$ cat config.mk
export PLATFORM = sky130hd
export DESIGN_NAME = ssd_marquee
export DESIGN_NICKNAME = d
export VERILOG_FILES = /design/src/rtl/ssd_marquee.sv
export SDC_FILE = /design/constraint.sdc
export NUM_CORES = 1
export LEC_CHECK = 0
export BUFFER_PORTS_ARGS = -buffer_cell sky130_fd_sc_hd__buf_2
export CAP_MARGIN = 40
export CORE_MARGIN = 1.5
export CORE_UTILIZATION = 37
export DETAILED_ROUTE_END_ITERATION = 8
export PLACE_DENSITY = 0.61
export SYNTH_ARGS = -nofsm -noshare
export SYNTH_HDL_FRONTEND = slang
export SYNTH_SLANG_ARGS = --single-unit
$ cat constraint.sdc
create_clock -name clk -period 8.54 [get_ports clk]
set_input_delay 0.854 -clock clk [delete_from_list [all_inputs] [get_ports clk]]
set_output_delay 0.854 -clock clk [all_outputs]
set_load 0.01 [all_outputs]
$ cat src/rtl/ssd_marquee.sv
`default_nettype none
// ============================================================================
//  Module   : ssd_marquee
//  Purpose  : Writable message buffer and scroll sequencer that feeds the
//             four 15-bit segment words consumed by scan_ctl.
//             The message is scrolled through a four-digit window, forward
//             or reverse, on each step tick, with run/hold/idle control.
//  Ports    : clk, rst_n (async, active low)
//             step      - one-clk scroll tick
//             wr_en/wr_addr/wr_data - buffer write port (IDLE only)
//             msg_len   - message length, latched on start from IDLE
//             dir       - 0 forward, 1 reverse
//             start/stop- control pulses (stop wins when both are high)
//             busy      - state is not IDLE (registered)
//             wrap      - one-clk pulse when the pointer wraps
//             SSDa..SSDd- registered window, active-low segment patterns
//  Macro    : SSD_MARQUEE_BLINK_EN - when defined, steps in HOLD toggle a
//             blink flag that blanks the display while set.
//  Revision : 1.0 - initial release
// ============================================================================
module ssd_marquee #(
    parameter int MSG_LEN = 8,
    parameter int PTR_W   = 4
) (
    input  logic             clk,
    input  logic             rst_n,
    input  logic             step,
    input  logic             wr_en,
    input  logic [PTR_W-1:0] wr_addr,
    input  logic [14:0]      wr_data,
    input  logic [PTR_W-1:0] msg_len,
    input  logic             dir,
    input  logic             start,
    input  logic             stop,
    output logic             busy,
    output logic             wrap,
    output logic [14:0]      SSDa,
    output logic [14:0]      SSDb,
    output logic [14:0]      SSDc,
    output logic [14:0]      SSDd
);

    // Length needs one extra bit so MSG_LEN == 2**PTR_W is representable.
    localparam int               LEN_W   = PTR_W + 1;
    localparam int               DEPTH   = 2 ** PTR_W;
    localparam logic [LEN_W-1:0] LEN_MAX = LEN_W'(MSG_LEN);
    localparam logic [14:0]      BLANK   = 15'h7FFF;

    typedef enum logic [1:0] {
        IDLE = 2'd0,
        RUN  = 2'd1,
        HOLD = 2'd2
    } state_t;

    state_t           state_q, state_d;
    logic [PTR_W-1:0] ptr_q, ptr_d;
    logic [LEN_W-1:0] len_q, len_d;
    logic             wrap_q, wrap_d;
    logic             busy_q;
    // Sized to the full address space so any wr_addr indexes legally;
    // entries at or above MSG_LEN are never written and stay constant.
    logic [14:0]      mem_q [DEPTH];
    logic [14:0]      ssd_q [4];

    logic [LEN_W-1:0] len_clamp;
    logic [LEN_W-1:0] ptr_last;
    logic             ptr_at_last;
    logic [PTR_W-1:0] win_idx [4];
    logic             wr_ok;
    logic             blank_win;

`ifdef SSD_MARQUEE_BLINK_EN
    logic             blink_q, blink_d;
`endif

    assign len_clamp   = (msg_len == '0 || {1'b0, msg_len} > LEN_MAX)
                         ? LEN_MAX : {1'b0, msg_len};
    assign ptr_last    = len_q - 1'b1;
    assign ptr_at_last = ({1'b0, ptr_q} == ptr_last);
    assign wr_ok       = wr_en && (state_q == IDLE) && ({1'b0, wr_addr} < LEN_MAX);

    // Window indices are built as a chain of increment-modulo-len steps,
    // which wraps repeatedly for short messages without a divider.
    always_comb begin
        win_idx[0] = ptr_q;
        for (int i = 1; i < 4; i++) begin
            win_idx[i] = ({1'b0, win_idx[i-1]} == ptr_last) ? '0
                                                            : win_idx[i-1] + 1'b1;
        end
    end

    // Next-state logic. Priority inside each state: stop, start, step;
    // a step coinciding with a state change is therefore dropped.
    always_comb begin
        state_d = state_q;
        ptr_d   = ptr_q;
        len_d   = len_q;
        wrap_d  = 1'b0;
`ifdef SSD_MARQUEE_BLINK_EN
        blink_d = blink_q;
`endif
        case (state_q)
            IDLE: begin
                if (start && !stop) begin
                    state_d = RUN;
                    ptr_d   = '0;
                    len_d   = len_clamp;
                end
            end
            RUN: begin
                if (stop) begin
                    state_d = HOLD;
                end else if (start) begin
                    ptr_d = '0;
                end else if (step) begin
                    if (!dir) begin
                        if (ptr_at_last) begin
                            ptr_d  = '0;
                            wrap_d = 1'b1;
                        end else begin
                            ptr_d = ptr_q + 1'b1;
                        end
                    end else begin
                        if (ptr_q == '0) begin
                            ptr_d  = ptr_last[PTR_W-1:0];
                            wrap_d = 1'b1;
                        end else begin
                            ptr_d = ptr_q - 1'b1;
                        end
                    end
                end
            end
            HOLD: begin
                if (stop) begin
                    state_d = IDLE;
                    ptr_d   = '0;
                end else if (start) begin
                    state_d = RUN;
`ifdef SSD_MARQUEE_BLINK_EN
                end else if (step) begin
                    blink_d = ~blink_q;
`endif
                end
            end
            default: begin
                state_d = IDLE;
                ptr_d   = '0;
            end
        endcase
`ifdef SSD_MARQUEE_BLINK_EN
        if (state_d != HOLD) begin
            blink_d = 1'b0;
        end
`endif
    end

`ifdef SSD_MARQUEE_BLINK_EN
    assign blank_win = (state_q == IDLE) || blink_q;
`else
    assign blank_win = (state_q == IDLE);
`endif

    always_ff @(posedge clk or negedge rst_n) begin
        if (!rst_n) begin
            state_q <= IDLE;
            ptr_q   <= '0;
            len_q   <= LEN_MAX;
            wrap_q  <= 1'b0;
            busy_q  <= 1'b0;
            for (int i = 0; i < DEPTH; i++) begin
                mem_q[i] <= BLANK;
            end
            for (int i = 0; i < 4; i++) begin
                ssd_q[i] <= BLANK;
            end
        end else begin
            state_q <= state_d;
            ptr_q   <= ptr_d;
            len_q   <= len_d;
            wrap_q  <= wrap_d;
            busy_q  <= (state_d != IDLE);
            if (wr_ok) begin
                mem_q[wr_addr] <= wr_data;
            end
            // Display follows the pointer/state one clock later.
            for (int i = 0; i < 4; i++) begin
                ssd_q[i] <= blank_win ? BLANK : mem_q[win_idx[i]];
            end
        end
    end

`ifdef SSD_MARQUEE_BLINK_EN
    always_ff @(posedge clk or negedge rst_n) begin
        if (!rst_n) begin
            blink_q <= 1'b0;
        end else begin
            blink_q <= blink_d;
        end
    end
`endif

    assign busy = busy_q;
    assign wrap = wrap_q;
    assign SSDa = ssd_q[0];
    assign SSDb = ssd_q[1];
    assign SSDc = ssd_q[2];
    assign SSDd = ssd_q[3];

endmodule
`default_nettype wire

==> results.cfg, run 1 <==
[placement]
globalplace.congestion = 0.9177
post-place-ws_ps = 2259
dp_hpwl_um = 46800
port_buffers = 91

[timing]
fin_skew_ps = 29.47
tightestPinTransition_ps = 940.3
fmax_mhz = 153.9
finalMaxSlewViolations = 0
final.setup.tns_ps = 0
rsz0062_at_grt = no
fin_ws_ps = 2044
min_period_over_period_pct = 76.07
final-setup-viol-count = 0
finalCriticalPeriod_ps = 6496
max_slew_margin_pct = 37.31
final-hold-violation-count = 0

[routing]
firstDrtPassIters = 8
ant_nets = 0
drtIter0Drc = 2361
avgRoutedWirePerCell_um = 27.15
vias = 17860
wirelength_um = 74020
via_per_inst = 6.550
route.detailed.drc = 0

[floorplan]
die_area_um2 = 56080
rows = 85
start_util_pct = 37.51
core_area_um2 = 53920
ios = 92
fp.dieW_um = 236.8
die_y_um = 236.8

[yosys]
synth_cell_types = 76
async_reset_ff_share_pct = 100.0
synth_cells = 2133
syn_avg_cell_area_um2 = 9.482
synth_top_cell_by_area = dfstp_2
synth-seq-area-share_pct = 40.46
ys.warnings.count = 0
ys_top_cells_by_area = dfstp_2 (39%), mux4_2 (9.5%), mux2_2 (7.0%)
syn_area_um2 = 20230
yosys.area.top_type_share_pct = 39.10
synth_edf_count = 0
synthFlopType = dfstp_2
synth_seq_cells = 312
syn_nets = 2168

[pwr]
ir_drop_mv = 0.1788
p_leak_uw = 0.007919
p_per_area_nw_per_um2 = 265.2

[global_route]
grt_pass1_vias = 17190
grt_overflow = 0
track_usage_pct = 26.11
grt_start_max_net_pins = 98
antenna_found_initial = 6
grt_pass1_wl_um = 111400

[cells_and_area]
utilization_pct = 41.21
drive_gt1_share_pct = 38.15
fin_nets = 2038
area_growth_syn_to_layout_pct = 9.873

[clock_network]
clk_latency_ps = 590
cts_buffer_depth = 3
cts_tree = done
htreeDepth = 2
cts_sinks = 312
cts.repair.resized = 0
post_cts_buffers = 0
clk_pin_slew_ps = 60
ctsRootBufferMaster = clkbuf_16
cts_buffers = 36
cts_hold_buf = 0

[critical_path]
setup.worst_path.end_class = register
critPathArrivalTime_ps = 7000
required_ps = 9040
worstSetupPathType = register to register
critPathLaunchType = register
crit-reg2reg-launch = len_q[0]
crit_fanout = 42
cp-startpoint = len_q[0]

[flow_run]
max-cap-violations = 0

[run_status]
status = finished clean

[min_path]
min-delay-start = mem_q[101]
holdCritPathClass = register to register
## synthesized netlist by cell type (5+ instances only)
library cell    n
ha_1            5
or4_1           5
buf_2          42
nand4_1         8
mux2_4          5
o2111ai_1      10
dfstp_2       301
o221ai_1       74
inv_1          10
o311ai_0       21
or3_1          33
mux2i_1        36
a311oi_1       50
nand3b_1        5
nand2b_1        8
a21o_1          6
a221o_1         6
mux2_2        125
o21ai_0        74
nand2_1       351
nor2_1         82
or2_2          18
a31oi_1        18
buf_4           5
a21oi_1        75
o22ai_1        10
nor2b_1         5
o31ai_1        11
clkbuf_1      245
o211ai_1       44
nor3_1         35
dfrtp_1        11
buf_1          18
mux4_2         85
nor4_1          5
and3_1         44
nand3_1       165
o21ai_1         7
## worst max-delay path, cell delays in order, from the launching register on
cell	delay [ps]
dfrtp_1	640
inv_1	130
ha_1	330
xnor3_1	400
nand3_1	170
a211oi_4	720
o21ai_0	230
a21oi_1	350
a31o_4	560
buf_12	290
inv_6	160
ha_2	230
o211ai_1	90
nor3_1	80
a21oi_1	250
nand2_2	340
nor2_2	750
o21ai_0	170
a221o_1	380
o2111ai_1	110
## through the flow
step	hold WS, ps	cells	cell area (um2)	total power, uW
after floorplan	434.0	2133	20230	3429
after global placement	368.6	2649	20730	4161
after detailed placement	368.0	2661	20990	4228
after CTS	376.5	2725	22220	5877
after global routing	384.7	2726	22220	6149
final	376.5	2726	22220	5894
## worst paths after layout
| path | to | slack (ps) | cells past startpoint |
|---|---|---|---|
| setup reg to reg | SSDd[4] | 2040 | 19 |
| min in group asynchronous | mem_q[179] | 670 | 1 |
| setup / recovery | SSDd[4] | 2040 | 19 |
| hold reg to reg | mem_q[101] | 380 | 0 |
| hold / removal | mem_q[101] | 380 | 0 |
| max in group asynchronous | ptr_q[0] | 6830 | 2 |
## state kept, by name, summed over array words and instances (netlist names), 2 cells and up
signal and count:
ptr_q 4, state_q 2, SSDc 15, mem_q 240
SSDd 15, SSDb 15, SSDa 15, len_q 4
## routing by layer
| metal | share of wire, % | wire [um] | global-route usage (%) |
|---|---|---|---|
| met1 | 39 | 28960 | 34.93 |
| met2 | 45 | 32990 | 39.44 |
| met3 | 10 | 7562 | 5.083 |
| met4 | 6.1 | 4487 | 15.03 |
| met5 | 0.027 | 20 | 0 |
## cell families after synthesis
| family | share of synthesized area [%] |
|---|---|
| adders and majority gates | 0.3093 |
| buffers and inverters | 6.588 |
| DFF | 40.46 |
| AOI/OAI and AO/OA | 15.79 |
| xor gates and xnor gates | 0.4145 |
| and+or+nand+nor | 17.86 |
| muxes | 18.58 |
## power by group
group          internal (uW)  total [uW]  switching, uW
combinational            816        2080           1270
clock                    947        1630            682
sequential              1870        2180            309
total                   3640        5890           2260
## cells in the final DEF (no fill, tap or decap), drive strengths merged, types with 11 or more instances in the layout
cell / netlist / routed
a21oi: 76 / 76
a311oi: 50 / 50
a31oi: 18 / 18
and3: 44 / 44
buf: 69 / 146
clkbuf: 245 / 44
dfrtp: 11 / 11
dfstp: 301 / 301
inv: 13 / 14
mux2: 130 / 130
mux2i: 36 / 36
mux4: 85 / 85
nand2: 352 / 352
nand3: 165 / 165
nor2: 88 / 88
nor3: 35 / 35
o211ai: 44 / 44
o21ai: 82 / 82
o221ai: 74 / 74
o311ai: 21 / 21
o31ai: 11 / 11
or2: 19 / 19
or3: 33 / 33
## cell type report
class / count / area (um2)
repair buffers: 146 / 1055
fillers: 5045 / 31700
multi-input cells: 1493 / 10820
inverters: 14 / 58.81
clock inverters: 20 / 245.2
diodes: 1 / 2.502
flip-flops and latches: 312 / 8192
clock buffers: 44 / 980.9
well taps: 696 / 870.8
Power figures use the tool's default switching activity.
==> run 2: changes to the inputs <==
Settings changed: ABC_AREA set to 1.
Clock period 8.54 ns to 6.3 ns, I/O delays scaled along.
==> run 2 against run 1 <==
Effect of this change:
- synthesized area shrank 1.3%
- sequential power grew 34%
- synthesized cell count grew 30%
- sequential share of layout area grew 0.86 points
- register-to-register slack lost 970 ps
- clock power grew 48%
- global-route usage grew 0.73 points
- first-iteration DRC count grew 10%
- via count grew 12%
- utilization shrank 0.23 points
==> results.cfg, run 2 <==
[timing]
final-hold-violation-count = 0
min_period_over_period_pct = 83.03
fmax_mhz = 191.2
final.setup.tns_ps = 0
max_slew_margin_pct = 32.18
rsz0062_at_grt = no
fin_skew_ps = 22.71
finalCriticalPeriod_ps = 5231
hold_ws_ps = 29.00
tightestPinTransition_ps = 1017
fin_ws_ps = 1069
finalMaxSlewViolations = 0
final-setup-viol-count = 0

[cells_and_area]
final_cell_mix = nand2_1 (507), o21ai_0 (440), nand3_1 (379), dfstp_2 (301), inv_1 (253)
utilization_pct = 40.98
largest_register_ffs = 240
fin_nets = 2652
area_growth_syn_to_layout_pct = 8.792
final_common_cell = nand2_1
n_fill_cell = 5445
multi_input_area_um2 = 9379
ff_latch_area_um2 = 8189
largest_register = mem_q
drive_gt1_share_pct = 20.71

[global_route]
grt_start_max_net_pins = 225
track_usage_pct = 26.84
grt_pass1_vias = 18750
grt_pass1_wl_um = 115700
antenna_found_initial = 2
grt_overflow = 0

[pwr]
p_sw_share_pct = 46.07
p_leak_uw = 0.008559
comb_power_share_pct = 48.0
p_switching_uw = 4732
p_per_area_nw_per_um2 = 473.1
power_frac_clock_pct = 23.4
ir_drop_mv = 0.2722
p_int_uw = 5538
total_power_uw = 10270
p_seq_share_pct = 28.6

[placement]
dp_hpwl_um = 46540
port_buffers = 91
globalplace.congestion = 0.9584
post-place-ws_ps = 1340

[clock_network]
post_cts_buffers = 0
ctsRootBufferMaster = clkbuf_16
cts_hold_buf = 0
cts_buffers = 38
cts.repair.resized = 0
cts_tree = done
htreeDepth = 2
cts_buffer_depth = 3
clk_latency_ps = 580
clk_pin_slew_ps = 60
cts_sinks = 312

[routing]
via_per_inst = 6.011
drtIter0Drc = 2605
avgRoutedWirePerCell_um = 22.82
ant_nets = 0
route.detailed.drc = 0
firstDrtPassIters = 7
wirelength_um = 76120
vias = 20050

[yosys]
syn_avg_cell_area_um2 = 7.177
syn_nets = 2815
synth_seq_cells = 312
synth.most_common_cell = nand2_1
async_reset_ff_share_pct = 100.0
synthFlopType = dfstp_2
ys.warnings.count = 0
synthTopCellsByCount = nand2_1 (508), o21ai_0 (440), nand3_1 (379)
synth_cells = 2780
ys_top_cells_by_area = dfstp_2 (40%), o21ai_0 (11%), nand2_1 (9.6%)
syn_area_um2 = 19950
synth_cell_types = 37
synth-seq-area-share_pct = 41.02
yosys.area.top_type_share_pct = 39.64
synth_edf_count = 0
synth_top_cell_by_area = dfstp_2

[critical_path]
crit_chain = buf_4 -> ha_1 -> xor2_1 -> nand2_4 -> nand2_1 -> nand2_1 -> nor2_2 -> nand3_4 -> nand2_2 -> buf_4 -> nand2_1 -> nand2_1 -> nor2_2 -> nand2_4 -> nand2_2 -> inv_2 -> nand3_1 -> nand3_1 -> nand3_1 -> nand3_1
cpMaxStageDelayCell = inv_2
critPathArrivalTime_ps = 5740
rr_worst_depth = 20
path_buf_inv = 3
rr_endpoint = SSDd[7]
worstSetupPathType = register to register
critPathLaunchType = register
crit-reg2reg-launch = ptr_q[1]
regToRegSetupSlack_ps = 1070
critPathTopFamily = simple AND/OR/NAND/NOR gates
slowest_delay_ps = 590
setup.worst_path.end_class = register
crit_fanout = 41
required_ps = 6800

[floorplan]
ios = 92
die_area_um2 = 55330
fp.dieW_um = 235.2
core_area_um2 = 52970
start_util_pct = 37.67
rows = 84
die_y_um = 235.2

[flow_run]
max-cap-violations = 0

[min_path]
holdCritPathClass = input port to async pin

[run_status]
status = finished clean
[run 2: cell types whose count changed in the layout (fill, tap and decap cells not counted), sizes merged, moves of 36 or more]
| cell | before | now |
|---|---|---|
| a21oi | 76 | 138 |
| a221oi | 0 | 44 |
| a311oi | 50 | 0 |
| and3 | 44 | 0 |
| inv | 14 | 266 |
| mux2 | 130 | 0 |
| mux2i | 36 | 0 |
| mux4 | 85 | 0 |
| nand2 | 352 | 520 |
| nand3 | 165 | 380 |
| o21ai | 82 | 441 |
[run 2: stage by stage]
stage          instance area (um2)  std cells
2_1_floorplan                19950       2780
3_3_place_gp                 20330       3261
3_5_place_dp                 20340       3264
4_1_cts                      21700       3333
5_1_grt                      21700       3335
6_report                     21710       3336
[run 2: metal layers]
metal	routed length, um	up-vias	GRT usage, %
met5	0	-	0
met4	3562	0	12.61
met3	8825	252	6.191
met2	32390	1361	39.80
met1	31340	9358	36.91
li1	-	9083	-
[run 2: area by class of cell]
class | instances | share of cell area (%)
antenna | 2 | 0.02306
clock buffer | 58 | 5.286
clock inverter | 11 | 0.9741
inverter | 268 | 4.640
multi-input combinational | 1852 | 43.21
sequential | 312 | 37.73
tap | 688 | 3.966
timing repair buffer | 145 | 4.179
[run 2: power groups by stage]
stage	sequential (uW)	combinational [uW]	clock, uW
final	2930	4930	2410
after detailed placement	2950	4740	0
after floorplan	2880	3120	0
after global placement	2950	4710	0
after CTS	2930	4770	2450
after global routing	2970	5310	2520
[run 2: how the worst max path moves through the flow]
stage / startpoint / to / slack [ps] / cells past startpoint
6_report: ptr_q[1] / SSDd[7] / 1070 / 20
2_1_floorplan: ptr_q[0] / SSDd[11] / 2020 / 23
4_1_cts: ptr_q[1] / SSDd[11] / 1320 / 20
3_5_place_dp: ptr_q[1] / SSDd[7] / 1340 / 20
5_1_grt: ptr_q[1] / SSDd[7] / 930 / 20
3_3_place_gp: ptr_q[1] / SSDd[7] / 1460 / 20
[run 2: logic make-up after synthesis]
group / Yosys count / synth area share, %
and+or+nand+nor: 1046 / 22.81
AOI/OAI and AO/OA: 795 / 23.47
buffers and inverters: 616 / 12.13
DFF: 312 / 41.02
xor gates and xnor gates: 6 / 0.2634
adders and majority gates: 5 / 0.3135
